===== src/rtl/lcm_pkg.sv =====
// Shared types and constants for the layered colour mapper.
// Default widths here match the mapper's default parameters.
package lcm_pkg;

    localparam int unsigned LCM_IDX_W   = 4;
    localparam int unsigned LCM_PAL_W   = 3;
    localparam int unsigned LCM_COLOR_W = 8;
    localparam int unsigned PAL_DEPTH   = 2 ** (LCM_PAL_W + LCM_IDX_W);
    localparam int unsigned LEVEL_MAX   = (2 ** LCM_COLOR_W) - 1;

    typedef struct packed {
        logic [LCM_COLOR_W-1:0] r;
        logic [LCM_COLOR_W-1:0] g;
        logic [LCM_COLOR_W-1:0] b;
    } rgb_t;

    typedef logic [LCM_PAL_W+LCM_IDX_W-1:0] pal_addr_t;

    typedef enum logic [1:0] {
        F_IDLE,
        F_OUT,
        F_BLACK,
        F_IN
    } fade_state_e;

    typedef enum logic {
        INIT,
        RUN
    } init_state_e;

endpackage


===== src/rtl/lcm_palette_ram.sv =====
// Palette storage: one write port, one synchronous read-first read port.
// No reset, so the array maps onto block RAM.
module lcm_palette_ram #(
    parameter int unsigned AW = 7,
    parameter int unsigned DW = 24
) (
    input  logic          clk,
    input  logic          wr_en,
    input  logic [AW-1:0] wr_addr,
    input  logic [DW-1:0] wr_data,
    input  logic [AW-1:0] rd_addr,
    output logic [DW-1:0] rd_data
);

    logic [DW-1:0] mem [2**AW];
    logic [DW-1:0] rd_data_q;

    // Read samples the array before this edge's write lands (read-first).
    always_ff @(posedge clk) begin
        if (wr_en) begin
            mem[wr_addr] <= wr_data;
        end
        rd_data_q <= mem[rd_addr];
    end

    assign rd_data = rd_data_q;

endmodule


===== src/rtl/layered_color_mapper.sv =====
// Layer priority resolve -> palette RAM lookup -> fade scale, 3-cycle pipeline.
// Optional frame-stepped fade is enabled by defining LCM_FADE_EN.
module layered_color_mapper
    import lcm_pkg::*;
#(
    parameter int unsigned NUM_LAYERS = 3,
    parameter int unsigned IDX_W      = LCM_IDX_W,
    parameter int unsigned PAL_W      = LCM_PAL_W,
    parameter int unsigned COLOR_W    = LCM_COLOR_W,
    parameter int unsigned TRANSP_IDX = 0,
    parameter int unsigned FADE_STEP  = 16
) (
    input  logic                        Clk,
    input  logic                        Reset_n,
    input  logic [9:0]                  DrawX,
    input  logic [9:0]                  DrawY,
    input  logic                        blank_n,
    input  logic                        frame_start,
    input  logic [NUM_LAYERS-1:0]       layer_valid,
    input  logic [NUM_LAYERS*IDX_W-1:0] layer_idx,
    input  logic [NUM_LAYERS*PAL_W-1:0] layer_pal,
    input  logic                        pal_wr_valid,
    output logic                        pal_wr_ready,
    input  logic [PAL_W+IDX_W-1:0]      pal_wr_addr,
    input  logic [3*COLOR_W-1:0]        pal_wr_rgb,
    input  logic                        fade_start,
    output logic                        fade_busy,
    output logic                        init_done,
    output logic [COLOR_W-1:0]          VGA_R,
    output logic [COLOR_W-1:0]          VGA_G,
    output logic [COLOR_W-1:0]          VGA_B,
    output logic [9:0]                  out_DrawX,
    output logic [9:0]                  out_DrawY
);

    localparam int unsigned AW = PAL_W + IDX_W;
    localparam int unsigned DW = 3 * COLOR_W;
    localparam logic [IDX_W-1:0]   TRANSP_L = IDX_W'(TRANSP_IDX);
    localparam logic [AW-1:0]      LAST_K   = '1;

    // ---------------- init FSM ----------------
    init_state_e   init_state_q, init_state_d;
    logic [AW-1:0] init_cnt_q, init_cnt_d;
    logic          init_done_q, init_done_d;

    logic          ram_we;
    logic [AW-1:0] ram_waddr;
    logic [DW-1:0] ram_wdata;
    logic [COLOR_W-1:0] grey;

    assign pal_wr_ready = init_done_q && !blank_n;
    assign init_done    = init_done_q;

    always_comb begin
        init_state_d = init_state_q;
        init_cnt_d   = init_cnt_q;
        init_done_d  = init_done_q;
        grey         = COLOR_W'(init_cnt_q[IDX_W-1:0]) << (COLOR_W - IDX_W);
        ram_we       = pal_wr_valid && pal_wr_ready;
        ram_waddr    = pal_wr_addr;
        ram_wdata    = pal_wr_rgb;
        case (init_state_q)
            INIT: begin
                ram_we     = 1'b1;
                ram_waddr  = init_cnt_q;
                ram_wdata  = {grey, grey, grey};
                init_cnt_d = init_cnt_q + 1'b1;
                if (init_cnt_q == LAST_K) begin
                    init_state_d = RUN;
                    init_done_d  = 1'b1;
                end
            end
            RUN: ;
            default: init_state_d = INIT;
        endcase
    end

    always_ff @(posedge Clk or negedge Reset_n) begin
        if (!Reset_n) begin
            init_state_q <= INIT;
            init_cnt_q   <= '0;
            init_done_q  <= 1'b0;
        end else begin
            init_state_q <= init_state_d;
            init_cnt_q   <= init_cnt_d;
            init_done_q  <= init_done_d;
        end
    end

    // ---------------- fade level ----------------
    logic [COLOR_W-1:0] level;

`ifdef LCM_FADE_EN
    localparam logic [COLOR_W-1:0] LVL_MAX = '1;
    localparam logic [COLOR_W-1:0] STEP_L  = COLOR_W'(FADE_STEP);

    fade_state_e        fade_state_q, fade_state_d;
    logic [COLOR_W-1:0] level_q, level_d;

    always_comb begin
        fade_state_d = fade_state_q;
        level_d      = level_q;
        case (fade_state_q)
            F_IDLE: if (fade_start) fade_state_d = F_OUT;
            F_OUT: if (frame_start) begin
                if (level_q <= STEP_L) begin
                    level_d      = '0;
                    fade_state_d = F_BLACK;
                end else begin
                    level_d = level_q - STEP_L;
                end
            end
            F_BLACK: if (frame_start) fade_state_d = F_IN;
            F_IN: if (frame_start) begin
                if (level_q >= LVL_MAX - STEP_L) begin
                    level_d      = LVL_MAX;
                    fade_state_d = F_IDLE;
                end else begin
                    level_d = level_q + STEP_L;
                end
            end
            default: fade_state_d = F_IDLE;
        endcase
    end

    always_ff @(posedge Clk or negedge Reset_n) begin
        if (!Reset_n) begin
            fade_state_q <= F_IDLE;
            level_q      <= LVL_MAX;
        end else begin
            fade_state_q <= fade_state_d;
            level_q      <= level_d;
        end
    end

    assign level     = level_q;
    assign fade_busy = (fade_state_q != F_IDLE);

    function automatic logic [COLOR_W-1:0] scale(input logic [COLOR_W-1:0] ch,
                                                 input logic [COLOR_W-1:0] lvl);
        logic [2*COLOR_W-1:0] p;
        p = {{COLOR_W{1'b0}}, ch} * {{COLOR_W{1'b0}}, lvl};
        return p[2*COLOR_W-1:COLOR_W];
    endfunction
`else
    logic unused_fade;
    assign unused_fade = ^{fade_start, frame_start, level, FADE_STEP[0]};
    assign level       = '1;
    assign fade_busy   = 1'b0;
`endif

    // ---------------- stage 1: layer resolve ----------------
    logic [PAL_W-1:0] sel_pal_q, sel_pal_d;
    logic [IDX_W-1:0] sel_idx_q, sel_idx_d;
    logic             win_found;
    logic             blank1_q, blank2_q;
    logic [9:0]       x1_q, y1_q, x2_q, y2_q, x3_q, y3_q;

    always_comb begin
        win_found = 1'b0;
        sel_pal_d = '0;
        sel_idx_d = TRANSP_L;
        for (int unsigned i = 0; i < NUM_LAYERS; i++) begin
            if (!win_found && layer_valid[i] &&
                layer_idx[i*IDX_W +: IDX_W] != TRANSP_L) begin
                win_found = 1'b1;
                sel_pal_d = layer_pal[i*PAL_W +: PAL_W];
                sel_idx_d = layer_idx[i*IDX_W +: IDX_W];
            end
        end
    end

    // ---------------- stage 2: palette read ----------------
    logic [DW-1:0] rd_data;

    lcm_palette_ram #(
        .AW(AW),
        .DW(DW)
    ) u_pal_ram (
        .clk    (Clk),
        .wr_en  (ram_we),
        .wr_addr(ram_waddr),
        .wr_data(ram_wdata),
        .rd_addr({sel_pal_q, sel_idx_q}),
        .rd_data(rd_data)
    );

    // ---------------- stage 3: fade + blank ----------------
    logic [COLOR_W-1:0] ch_r, ch_g, ch_b;
    logic [COLOR_W-1:0] vga_r_q, vga_g_q, vga_b_q;
    logic [COLOR_W-1:0] vga_r_d, vga_g_d, vga_b_d;

    always_comb begin
`ifdef LCM_FADE_EN
        ch_r = scale(rd_data[DW-1 -: COLOR_W], level);
        ch_g = scale(rd_data[2*COLOR_W-1 -: COLOR_W], level);
        ch_b = scale(rd_data[COLOR_W-1:0], level);
`else
        ch_r = rd_data[DW-1 -: COLOR_W];
        ch_g = rd_data[2*COLOR_W-1 -: COLOR_W];
        ch_b = rd_data[COLOR_W-1:0];
`endif
        vga_r_d = blank2_q ? ch_r : '0;
        vga_g_d = blank2_q ? ch_g : '0;
        vga_b_d = blank2_q ? ch_b : '0;
    end

    always_ff @(posedge Clk or negedge Reset_n) begin
        if (!Reset_n) begin
            sel_pal_q <= '0;
            sel_idx_q <= '0;
            blank1_q  <= 1'b0;
            blank2_q  <= 1'b0;
            x1_q      <= '0;
            y1_q      <= '0;
            x2_q      <= '0;
            y2_q      <= '0;
            x3_q      <= '0;
            y3_q      <= '0;
            vga_r_q   <= '0;
            vga_g_q   <= '0;
            vga_b_q   <= '0;
        end else begin
            sel_pal_q <= sel_pal_d;
            sel_idx_q <= sel_idx_d;
            blank1_q  <= blank_n;
            blank2_q  <= blank1_q;
            x1_q      <= DrawX;
            y1_q      <= DrawY;
            x2_q      <= x1_q;
            y2_q      <= y1_q;
            x3_q      <= x2_q;
            y3_q      <= y2_q;
            vga_r_q   <= vga_r_d;
            vga_g_q   <= vga_g_d;
            vga_b_q   <= vga_b_d;
        end
    end

    assign VGA_R     = vga_r_q;
    assign VGA_G     = vga_g_q;
    assign VGA_B     = vga_b_q;
    assign out_DrawX = x3_q;
    assign out_DrawY = y3_q;

endmodule


===== config.mk =====
export PLATFORM = sky130hd
export DESIGN_NAME = layered_color_mapper
export DESIGN_NICKNAME = d
export VERILOG_FILES = /design/src/rtl/lcm_pkg.sv /design/src/rtl/lcm_palette_ram.sv /design/src/rtl/layered_color_mapper.sv
export SDC_FILE = /design/constraint.sdc
export NUM_CORES = 2
export LEC_CHECK = 0
export ABC_AREA = 1
export BUFFER_PORTS_ARGS = -buffer_cell sky130_fd_sc_hd__buf_2
export CAP_MARGIN = 30
export CELL_PAD_IN_SITES_DETAIL_PLACEMENT = 0
export CELL_PAD_IN_SITES_GLOBAL_PLACEMENT = 1
export CORE_MARGIN = 2
export CORE_UTILIZATION = 45
export DETAILED_ROUTE_END_ITERATION = 8
export PLACE_DENSITY_LB_ADDON = 0.15
export SLEW_MARGIN = 20
export SYNTH_ARGS = -nofsm -noshare
export SYNTH_HDL_FRONTEND = slang
export SYNTH_HIERARCHICAL = 1
export SYNTH_SLANG_ARGS = --single-unit

===== constraint.sdc =====
create_clock -name Clk -period 8.28 [get_ports Clk]
set_input_delay 0.828 -clock Clk [delete_from_list [all_inputs] [get_ports Clk]]
set_output_delay 0.828 -clock Clk [all_outputs]
set_load 0.01 [all_outputs]

==> flow_summary.json <==
{
  "globalplace.congestion": 0.868,
  "avgSynthCellArea_um2": 12.3,
  "core-area_um2": 282000,
  "r2r_start": "sel_idx_q[0]",
  "drv_slew": 0,
  "drt_iter0_drc": 8058,
  "hold_viol": 0,
  "fmax_ghz": 0.229,
  "ctsResizeCount": 0,
  "synthCells": 10403,
  "drcViolationCount": 0,
  "ir_worst_vdd_uv": 171,
  "violations": "antenna violations",
  "regArea_um2": 95300,
  "clk_pin_slew_ns": 0.06,
  "numCtsBuffers": 342,
  "cp-end-kind": "register",
  "dpl_worst_slack_ns": 3.88,
  "startpoint": "sel_idx_q[0]",
  "tightest_slew_ns": 1.33,
  "crit_path_end": "u_pal_ram/rd_data[16]",
  "postCtsHoldBufs": 14,
  "outcome": "complete, but fails checks",
  "fillers": 24371,
  "dieWidth_um": 536,
  "p_sw_mw": 8.47,
  "h-tree-depth": 5,
  "period_share": 0.528,
  "antenna_found_initial": 16,
  "rsz0062_at_grt": "false",
  "area_delta_synth_final_pct": 11.9,
  "synth_cell_type_count": 29,
  "layout_common_cells": "nand2_1 (3216), edfxtp_1 (3072), nand3_1 (3040)",
  "io_buffers": 124,
  "grt_pass1_wl_um": 542000,
  "multiInputGateArea_um2": 28500,
  "drive_gt1_frac": 0.0930,
  "setup_viol": 0,
  "holdPathStages": 1,
  "required_ns": 9.07,
  "rr_worst_depth": 11,
  "fin_tns_setup_ns": 0,
  "cts_tree": "done",
  "setup_ws_ns": 3.91,
  "grt_overflow": 0,
  "hold_path.class": "in2reg",
  "p_int_mw": 27.0,
  "insertion_delay_ns": 0.90,
  "power_frac_clock": 0.416,
  "wl_um": 378000,
  "grt_usage": 0.259,
  "power.share.switching": 0.239,
  "synth_seq_cells": 3198,
  "die-area_um2": 288000,
  "start_util": 0.452,
  "min_period_ns": 4.37,
  "crit_fanout": 175,
  "yosysSeqAreaShare": 0.747,
  "via_per_inst": 5.65,
  "synth_warnings": 6,
  "die_h_um": 536,
  "ff2ff_setup_slack_ns": 3.91,
  "grt_pass1_vias": 77306,
  "wire_per_inst_um": 26.2,
  "vias": 81622,
  "first_pass_iters": 8,
  "slew-limit-headroom": 0.111,
  "cts.sinks": 3198,
  "clk_path_buf_depth": 4,
  "power.density_nw_per_um2": 248,
  "power_mw": 35.4,
  "p_leak_nw": 49.2,
  "combPwrFrac": 0.087,
  "synthesis.area_um2": 128000,
  "rr_endpoint": "u_pal_ram/rd_data[16]",
  "num_rows": 195,
  "nets": 10516,
  "postRouteAntennaNets": 1,
  "grt_max_degree": 205,
  "crit_arrival_ns": 5.16,
  "seqPwrFrac": 0.497,
  "cap_violations": 0,
  "dp_hpwl_um": 190000,
  "fin_skew_ns": 0.0552,
  "final_common_cell": "nand2_1",
  "synth_nets": 10485,
  "io-pin-count": 128,
  "cts_root_buffer": "clkbuf_16",
  "start_kind": "register",
  "path_class": "reg2reg",
  "postCtsSetupRepairBufs": 0
}
-- Yosys cell counts, drive strengths merged --
cell type / n / area, µm²
conb: 1 / 3.75
nand3: 3041 / 15200
buf: 596 / 3510
o21ai: 4 / 20.0
xor2: 5 / 43.8
edfxtp: 3072 / 92200
nand2: 3230 / 12100
dfxtp: 24 / 480
inv: 72 / 275
nand4: 3 / 18.8
ha: 1 / 12.5
xnor2: 1 / 8.76
nor2: 144 / 559
dfrtp: 102 / 2550
clkbuf: 96 / 360
nor3: 9 / 45.0
clkinv: 2 / 7.51
-- power by group through the flow --
stage                     registers, mW  logic (mW)  clock network, mW
after floorplan                    17.9        2.04                  0
after global placement             17.9        3.02                  0
after detailed placement           17.9        3.05                  0
after CTS                          17.6        3.06               15.0
after global routing               17.6        3.36               15.6
final                              17.6        3.08               14.8
-- through the flow --
stage	instances	area, µm²	util	hold WS, ns
after floorplan	10403	128000	-	0.331
after global placement	13808	132000	0.467	0.332
after detailed placement	13811	132000	0.467	0.335
after CTS	14432	142000	0.505	0.00301
after global routing	14442	143000	0.506	0.0349
final	14452	143000	0.506	0.0618
-- registers in the layout (all words and copies together), names as in the netlist, 7 cells and up --
register,flops
VGA_B,8
VGA_G,8
VGA_R,8
init_cnt_q,7
out_DrawX,10
out_DrawY,10
u_pal_ram/mem,3072
u_pal_ram/rd_data,24
x1_q,10
x2_q,10
y1_q,10
y2_q,10
-- critical path: stages, from the launching register on --
cell     delay, ns
dfrtp_4       0.72
inv_16        0.44
buf_12        0.58
buf_4         0.48
nand2_1       0.09
nand3_1       0.08
nand3_1       0.11
nand3_1       0.12
nand3_1       0.18
nand3_1       0.20
nand3_1       0.44
nand2_1       0.22
-- area by class of cell --
class / instances / share of cell area
antenna: 12 / 0.000210
clock buffer: 442 / 0.0646
clock inverter: 165 / 0.0104
inverter: 74 / 0.00248
multi-input combinational: 6439 / 0.200
sequential: 3198 / 0.668
tap: 3743 / 0.0328
timing repair buffer: 379 / 0.0220
-- worst min path at each step --
stage	start	endpoint	slack (ns)
global placement	x2_q[0]	out_DrawX[0]	0.33
global route	DrawX[6]	x1_q[6]	0.03
detailed placement	x2_q[8]	out_DrawX[8]	0.33
CTS	DrawX[6]	x1_q[6]	0.003
finish	DrawX[6]	x1_q[6]	0.06
floorplan	blank1_q	blank2_q	0.33
-- cells by family (layout without fill, tap and decap cells) --
logic type               Yosys count  count (layout)  share of synthesized area
AO/OA/AOI/OAI                      4               4                   0.000157
XOR/XNOR                           6               6                   0.000412
adder cells (fa/ha/maj)            1               1                  0.0000981
buffers and inverters            766            1060                     0.0326
flip-flops                      3198            3198                      0.747
other                              1              13                  0.0000294
AND/OR/NAND/NOR                 6427            6427                      0.219
-- routing by layer --
metal / wire length (µm) / track usage / up-vias
met5: 0 / 0 / -
met2: 177000 / 0.412 / 2921
met4: 13900 / 0.0914 / 0
met1: 161000 / 0.364 / 41005
li1: - / - / 37114
met3: 26600 / 0.0382 / 582
(Power assumes the default switching activity.)
